==> src/rtl/line_frame_counter_if.sv <==
// line_frame_counter_if
//
// Bundles the line strobe, control inputs and status outputs of
// line_frame_counter so the line timing generator (master) and the counter
// (slave) connect through one port.
//
// Signals:
//   enb        master -> slave  active-high enable; low abandons the frame
//   newLine    master -> slave  line strobe (level); rising edges are counted
//   single     master -> slave  0 = continuous, 1 = single-shot frame mode
//   line_cnt   slave -> master  current line index within the frame
//   endFrame   slave -> master  one-cycle pulse on frame completion
//   busy       slave -> master  high while a frame is being counted
//   frame_cnt  slave -> master  completed-frame count (LFC_FRAME_CNT_EN only)
//
// Optional feature macro: LFC_FRAME_CNT_EN adds the FRAME_W parameter and
// the frame_cnt signal.

interface line_frame_counter_if #(
    parameter int LINE_W = 5
`ifdef LFC_FRAME_CNT_EN
    ,
    parameter int FRAME_W = 8
`endif
);

    logic              enb;
    logic              newLine;
    logic              single;
    logic [LINE_W-1:0] line_cnt;
    logic              endFrame;
    logic              busy;
`ifdef LFC_FRAME_CNT_EN
    logic [FRAME_W-1:0] frame_cnt;
`endif

    modport master (
        output enb,
        output newLine,
        output single,
        input  line_cnt,
        input  endFrame,
`ifdef LFC_FRAME_CNT_EN
        input  frame_cnt,
`endif
        input  busy
    );

    modport slave (
        input  enb,
        input  newLine,
        input  single,
        output line_cnt,
        output endFrame,
`ifdef LFC_FRAME_CNT_EN
        output frame_cnt,
`endif
        output busy
    );

endinterface

==> src/rtl/line_frame_counter.sv <==
// line_frame_counter
//
// Counts rising edges of newLine and reports the line index within a frame
// of LINES_PER_FRAME lines. On the last line's edge the index returns to 0
// and endFrame pulses for one cycle. In single-shot mode the counter parks
// in DONE after one frame until enb is dropped.
//
// Ports:
//   clk  master clock, rising edge
//   rst  asynchronous active-high reset
//   bus  line_frame_counter_if.slave: enb, newLine, single in;
//        line_cnt, endFrame, busy (and frame_cnt) out
//
// Parameters:
//   LINE_W           width of line_cnt (2..16)
//   LINES_PER_FRAME  lines per frame (2..2^LINE_W)
//   FRAME_W          width of frame_cnt
//
// Optional feature macro: LFC_FRAME_CNT_EN enables the completed-frame
// counter (frame_cnt), which wraps modulo 2^FRAME_W.

module line_frame_counter #(
    parameter int LINE_W          = 5,
    parameter int LINES_PER_FRAME = 24,
    parameter int FRAME_W         = 8
) (
    input logic                clk,
    input logic                rst,
    line_frame_counter_if.slave bus
);

    typedef enum logic [1:0] {
        IDLE  = 2'd0,
        COUNT = 2'd1,
        DONE  = 2'd2
    } state_t;

    localparam logic [LINE_W-1:0] LAST_LINE = LINE_W'(LINES_PER_FRAME - 1);

    // Catch illegal configurations at elaboration time.
    if (LINE_W < 2 || LINE_W > 16) begin : g_bad_line_w
        $error("line_frame_counter: LINE_W must be 2..16");
    end
    if (LINES_PER_FRAME < 2 || LINES_PER_FRAME > (1 << LINE_W)) begin : g_bad_lpf
        $error("line_frame_counter: LINES_PER_FRAME must be 2..2^LINE_W");
    end
    if (FRAME_W < 1) begin : g_bad_frame_w
        $error("line_frame_counter: FRAME_W must be at least 1");
    end

    state_t            state_q, state_d;
    logic [LINE_W-1:0] line_q, line_d;
    logic              end_q, end_d;
    logic              busy_q, busy_d;
    logic              nl_q, nl_d;
    logic              mode_q, mode_d;
    logic              new_line_edge;
`ifdef LFC_FRAME_CNT_EN
    logic [FRAME_W-1:0] frame_q, frame_d;
`endif

    // nl_q tracks newLine in every state, so a level that is already high
    // when counting starts never looks like a fresh edge.
    assign new_line_edge = bus.newLine & ~nl_q;

    always_comb begin
        state_d = state_q;
        line_d  = line_q;
        end_d   = 1'b0;
        nl_d    = bus.newLine;
        mode_d  = mode_q;
`ifdef LFC_FRAME_CNT_EN
        frame_d = frame_q;
`endif
        if (!bus.enb) begin
            // Dropping enable abandons the frame, even on its terminal edge.
            state_d = IDLE;
            line_d  = '0;
        end else begin
            case (state_q)
                IDLE: begin
                    // The mode is captured only here; an edge in this cycle
                    // is deliberately not counted.
                    state_d = COUNT;
                    mode_d  = bus.single;
                end
                COUNT: begin
                    if (new_line_edge) begin
                        if (line_q == LAST_LINE) begin
                            line_d = '0;
                            end_d  = 1'b1;
`ifdef LFC_FRAME_CNT_EN
                            frame_d = frame_q + FRAME_W'(1);
`endif
                            if (mode_q) begin
                                state_d = DONE;
                            end
                        end else begin
                            line_d = line_q + LINE_W'(1);
                        end
                    end
                end
                DONE: begin
                    line_d = '0;
                end
                default: begin
                    state_d = IDLE;
                    line_d  = '0;
                end
            endcase
        end
        // busy is registered from the next state so it tracks COUNT exactly.
        busy_d = (state_d == COUNT);
    end

    always_ff @(posedge clk or posedge rst) begin
        if (rst) begin
            state_q <= IDLE;
            line_q  <= '0;
            end_q   <= 1'b0;
            busy_q  <= 1'b0;
            nl_q    <= 1'b0;
            mode_q  <= 1'b0;
`ifdef LFC_FRAME_CNT_EN
            frame_q <= '0;
`endif
        end else begin
            state_q <= state_d;
            line_q  <= line_d;
            end_q   <= end_d;
            busy_q  <= busy_d;
            nl_q    <= nl_d;
            mode_q  <= mode_d;
`ifdef LFC_FRAME_CNT_EN
            frame_q <= frame_d;
`endif
        end
    end

    assign bus.line_cnt = line_q;
    assign bus.endFrame = end_q;
    assign bus.busy     = busy_q;
`ifdef LFC_FRAME_CNT_EN
    assign bus.frame_cnt = frame_q;
`endif

endmodule
==> src/flat_wrapper.sv <==
// flat-port wrapper written by rule: the top's interface ports become plain ports
module line_frame_counter_flat 
#(
    parameter int LINE_W          = 5,
    parameter int LINES_PER_FRAME = 24,
    parameter int FRAME_W         = 8
)
  (clk, rst, bus_enb, bus_newLine, bus_single, bus_line_cnt, bus_endFrame, bus_busy);
  line_frame_counter_if #(.LINE_W(LINE_W)) bus_i ();
  input logic clk;
  input logic rst;
  input wire logic [$bits(bus_i.enb)-1:0] bus_enb;
  input wire logic [$bits(bus_i.newLine)-1:0] bus_newLine;
  input wire logic [$bits(bus_i.single)-1:0] bus_single;
  output wire logic [$bits(bus_i.line_cnt)-1:0] bus_line_cnt;
  output wire logic [$bits(bus_i.endFrame)-1:0] bus_endFrame;
  output wire logic [$bits(bus_i.busy)-1:0] bus_busy;
  assign bus_i.enb = bus_enb;
  assign bus_i.newLine = bus_newLine;
  assign bus_i.single = bus_single;
  assign bus_line_cnt = bus_i.line_cnt;
  assign bus_endFrame = bus_i.endFrame;
  assign bus_busy = bus_i.busy;
  line_frame_counter #(.LINE_W(LINE_W), .LINES_PER_FRAME(LINES_PER_FRAME), .FRAME_W(FRAME_W)) u_core (.clk(clk), .rst(rst), .bus(bus_i));
endmodule
==> config.mk <==
export PLATFORM = sky130hd
export DESIGN_NAME = line_frame_counter_flat
export DESIGN_NICKNAME = d
export VERILOG_FILES = /design/src/rtl/line_frame_counter_if.sv /design/src/rtl/line_frame_counter.sv /design/src/flat_wrapper.sv
export SDC_FILE = /design/constraint.sdc
export NUM_CORES = 1
export LEC_CHECK = 0
export CORE_AREA = 2 2 39 41
export DETAILED_ROUTE_END_ITERATION = 8
export DIE_AREA = 0 0 41 43
export GPL_TIMING_DRIVEN = 0
export HOLD_SLACK_MARGIN = 0.12
export PLACE_DENSITY = 0.62
export SETUP_SLACK_MARGIN = 0.02
export SLEW_MARGIN = 20
export SYNTH_ARGS = -nofsm -noshare
export SYNTH_HDL_FRONTEND = slang
export SYNTH_SLANG_ARGS = --single-unit
==> constraint.sdc <==
create_clock -name clk -period 1.6 [get_ports clk]
set_input_delay 0.16 -clock clk [delete_from_list [all_inputs] [get_ports clk]]
set_output_delay 0.16 -clock clk [all_outputs]
set_load 0.005 [all_outputs]
# Yosys cells after proc, flatten, opt, wreduce, memory -nomap -nowiden
# Index checks and enable logic that the tools add are counted.
word_totals:
  input_bits: 5
  output_inout_bits: 7
  reg_bits: 11
classes:
  bitwise: 2
  add_sub_neg: 1
  n_reduce_logical: 3
  n_mux: 13
  n_eq_ne: 6
ops:
  columns: ["operator", "count"]
  rows:
  - ["5-bit 2-to-1 mux", 3]
  - ["5-bit one-hot mux with 2 select lines", 1]
  - ["2-bit 2-to-1 mux", 4]
  - ["2-bit one-hot mux with 3 select lines", 1]
  - ["5-bit by 1-bit adder with 5-bit output (second input constant)", 1]
  - ["5-bit equality test (second input constant)", 1]
  - ["2-bit by 1-bit equality test with 1-bit output (second input constant)", 2]
  - ["1-bit 2-to-1 mux", 4]
  - ["2-bit AND reduction", 2]
  - ["3-bit by 2-bit inequality test with 1-bit output (second input constant)", 1]
  - ["2-bit equality test (second input constant)", 1]
  - ["2-bit zero test", 1]
  - ["2-bit inequality test (second input constant)", 1]
  - ["1-bit AND", 1]
  - ["1-bit inverter", 1]

# Depth between registers and ports, before layout
depth:
  depth_word: 6
  depth_mapped: 4
  mapped_depth_nobuf: 4

# Worst setup path after synthesis
# No wires, ideal clock.
synth_timing:
  kind: "reg2reg"
  from: "register u_core.line_q[0] (netlist: u_core.bus.line_cnt[0])"
  to: "register u_core.line_q[3] (netlist: u_core.bus.line_cnt[3])"
  path_stages_with_launch: 5
  n_path_buf: 0
  slack_ns: 0.227
  setup_ns: 0.077
  synth_period_minus_slack_ns: 1.373
  arrival_ns: 1.296
  path_cell_list: "dfrtp_1 -> ha_1 -> nand3_1 -> or4b_1 -> a21oi_1"
synth_between:
  elab_chain_len: 5
synth_rtl:
  columns: ["element", "line", "rtl"]
  rows:
  - ["start: declaration", "line_frame_counter.sv:52", "logic [LINE_W-1:0] line_q, line_d;"]
  - ["start signal: assignment", "line_frame_counter.sv:129", "line_q <= line_d;"]
  - ["5-bit by 1-bit adder with 5-bit output or 5-bit equality test (tied branches)", "line_frame_counter.sv:99, line_frame_counter.sv:89", null]
  - ["5-bit 2-to-1 mux *", "line_frame_counter.sv:89", "if (line_q == LAST_LINE) begin"]
  - ["5-bit 2-to-1 mux *", "line_frame_counter.sv:88", "if (new_line_edge) begin"]
  - ["5-bit one-hot mux with 2 select lines *", "line_frame_counter.sv:80", "case (state_q)"]
  - ["5-bit 2-to-1 mux *", "line_frame_counter.sv:75", "if (!bus.enb) begin"]
# Every way passes the cells marked *; elsewhere a longest branch is shown, timed or not. The select of a mux whose other input is x is not followed.
# A chain may end at the register's enable or synchronous reset.

# Worst setup path after layout
# Ends and elaborated chain as after synthesis.

==> metrics.txt <==
outcome=complete, no violations; Sw Pwr=roughly 0.12 mW; net switching fraction of the power=0.225; Seq pwr share=0.563; Post-DRT Antenna Nets=0; post-synthesis cell count=44; Syn. warnings=0; Comb power frac=0.079; Tightest Pin Transition=0.396 ns; Seq cells post-synth=11; die area=1760 sq um; top cell type's share of synthesized area=0.553; number of global-route vias before repair=404; DR WL/cell=12.3 um; Core ar.=1380 sq um; Starting Density=0.360; Resized Gates After CTS=0; Worst-Skew Late Latency=0.26 ns; pre-CTS setup slack=between 0.008 and 0.009 ns; clock sink count=11; drt total wl=around 930 um; hold crit path type=input pin to asynchronous set/reset pin; Clk pwr share=0.357; number of setup buffers added after CTS=0; WHS=0.167 ns; CTS max path bufs=2; final slew viol count=0; largest net degree at the start of global routing=12; GRT Total Usage=0.146; VDD IR-drop max=398 uV; first-pass GRT wire length=1.76 mm; standby leakage power=0.280 nW; max incr delay on CP=0.44 ns; crit path max-delay cell type=or4b_1; CTS H-Tree Depth=1; vias per cell=5.16; antenna violations before repair=0; Final Util=0.473; Period minus WS final=approximately 1.5 ns; Fin. Hold Viols=0; Num CTS Buffers=3; placed insts=71; Initial DRC Count=7; Synth area leader=dfrtp_1; Syn Area/Cell=11.3 sq um; worst path arrival time=1.66 ns; synth top area cells=dfrtp_1, a21oi_1, nand3_1; max-cap violations=0; Internal Power=0.405 mW; Crit Path Category=flop to flop; layout cells sized above 1=0.136; final worst slack=between 0.1 and 0.15 ns; DP Wirelength=714 um; I/O pins=12; Clock Tree Root=clkbuf_4; DRC=0; Via Count=387; cell area power density=799 nW/um^2; FMAX=685 MHz; RSZ-0062 raised after global routing=no; Die Span Y=around 43 um; Syn Nets=50; Hold-fix buffers, CTS=0; grt total ovfl=0; CTS tree=built; synthesized cell area=498 sq um; GP Congestion=0.636; clock slew at reported path FFs=around 0.07 ns; CP Capture Type=flop; Diodes inserted=0; leading cell types in the layout, fill and taps excluded=clkdlybuf4s50_1, dfrtp_1, nand3_1, o21ai_0, a21oi_1; row count=14; Final Non-Filler Cells=75; skew final=0.00761 ns; maximum fanout along the worst path=5; Pre-Repair DR Iteration Count=2; Max transition margin=0.735; Syn-to-layout area delta=31.4%; Setup violations, final=0; setup TNS=0 ns; Total Nets Final=66; Final period util=0.912; Worst EP required=1.80 ns; Setup crit start kind=flop; Seq/Total Area, Yosys=0.553; Die X=41 um; post-synth cell types=22; I/O Buffers=11; CP Cell Sequence=ha_1 -> nand3_1 -> or4b_1 -> a21oi_1
==> through the flow <==
step                      instance area [sq um]  power [mW]
final                                       654       0.523
after global routing                        654       0.546
after CTS                                   654       0.530
after detailed placement                    628       0.342
after global placement                      628       0.341
after floorplan                             498       0.320
==> kinds of logic after synthesis <==
family	share of synthesized area
AO/OA/AOI/OAI	0.116
XOR/XNOR	0.0176
adder cells (fa/ha/maj)	0.0251
buffers and inverters	0.0176
flip-flops	0.553
multiplexers	0.0226
AND/OR/NAND/NOR	0.249
==> cell usage after synthesis (all sizes together) <==
cell type	instances
a21oi	4
a32o	1
and2b	1
clkbuf	1
dfrtp	11
ha	1
inv	1
mux2	1
nand2	2
nand2b	1
nand3	4
nand3b	1
nand4b	1
nor2	2
nor2b	1
nor3	1
nor4	1
o21ai	4
o31ai	1
or3	1
or4b	2
xor2	1
==> state kept, by name, indices dropped and copies added, names as in the netlist <==
register	count
u_core.mode_q	1
u_core.bus.busy	1
u_core.bus.endFrame	1
u_core.state_q	2
u_core.nl_q	1
u_core.bus.line_cnt	5
==> power by group through the flow <==
stage	Clock, mW	Combinational [mW]	Sequential [mW]
detailed placement	0	0.0424	0.300
finish	0.187	0.0415	0.294
global route	0.203	0.0474	0.295
floorplan	0	0.0215	0.298
global placement	0	0.0417	0.300
CTS	0.193	0.0425	0.294
==> final timing paths <==
| check | start | to | slack, ns | depth (start not counted) |
|---|---|---|---|---|
| setup / recovery | u_core.bus.line_cnt[0]$_DFFE_PP0P_ | u_core.bus.line_cnt[3]$_DFFE_PP0P_ | 0.14 | 4 |
| hold / removal | rst | u_core.bus.line_cnt[2]$_DFFE_PP0P_ | 0.17 | 2 |
| setup reg to reg | u_core.bus.line_cnt[0]$_DFFE_PP0P_ | u_core.bus.line_cnt[3]$_DFFE_PP0P_ | 0.14 | 4 |
| hold reg to reg | u_core.mode_q$_DFFE_PP0P_ | u_core.bus.busy$_DFF_PP0_ | 0.49 | 1 |
| max in group asynchronous | rst | u_core.bus.line_cnt[4]$_DFFE_PP0P_ | 1.14 | 2 |
| min in group clk | bus_newLine | u_core.nl_q$_DFF_PP0_ | 0.45 | 1 |
==> layout make-up <==
cell class / instances / area, sq um
inverter: 1 / 3.75
multi-input combinational: 31 / 214
tap: 16 / 20.0
sequential: 11 / 275
clock buffer: 4 / 26.3
buffer: 1 / 5.00
timing repair buffer: 11 / 110
fill: 146 / 729
==> routing by layer <==
layer / GRT usage / wire length (um) / vias up
met1: 0.198 / 409 / 187
met5: 0 / 0 / -
li1: - / - / 191
met2: 0.206 / 466 / 9
met3: 0.0366 / 48 / 0
met4: 0.0800 / 0 / 0
==> worst max-delay path: cells and delay by family, from the launching register on <==
kind,cells,cell delay [ns]
adders and majority gates,1,0.25
and+or+nand+nor,2,0.59
AOI/OAI and AO/OA,1,0.13
DFF,1,0.43
No activity file was read; power rests on OpenSTA's default activity.
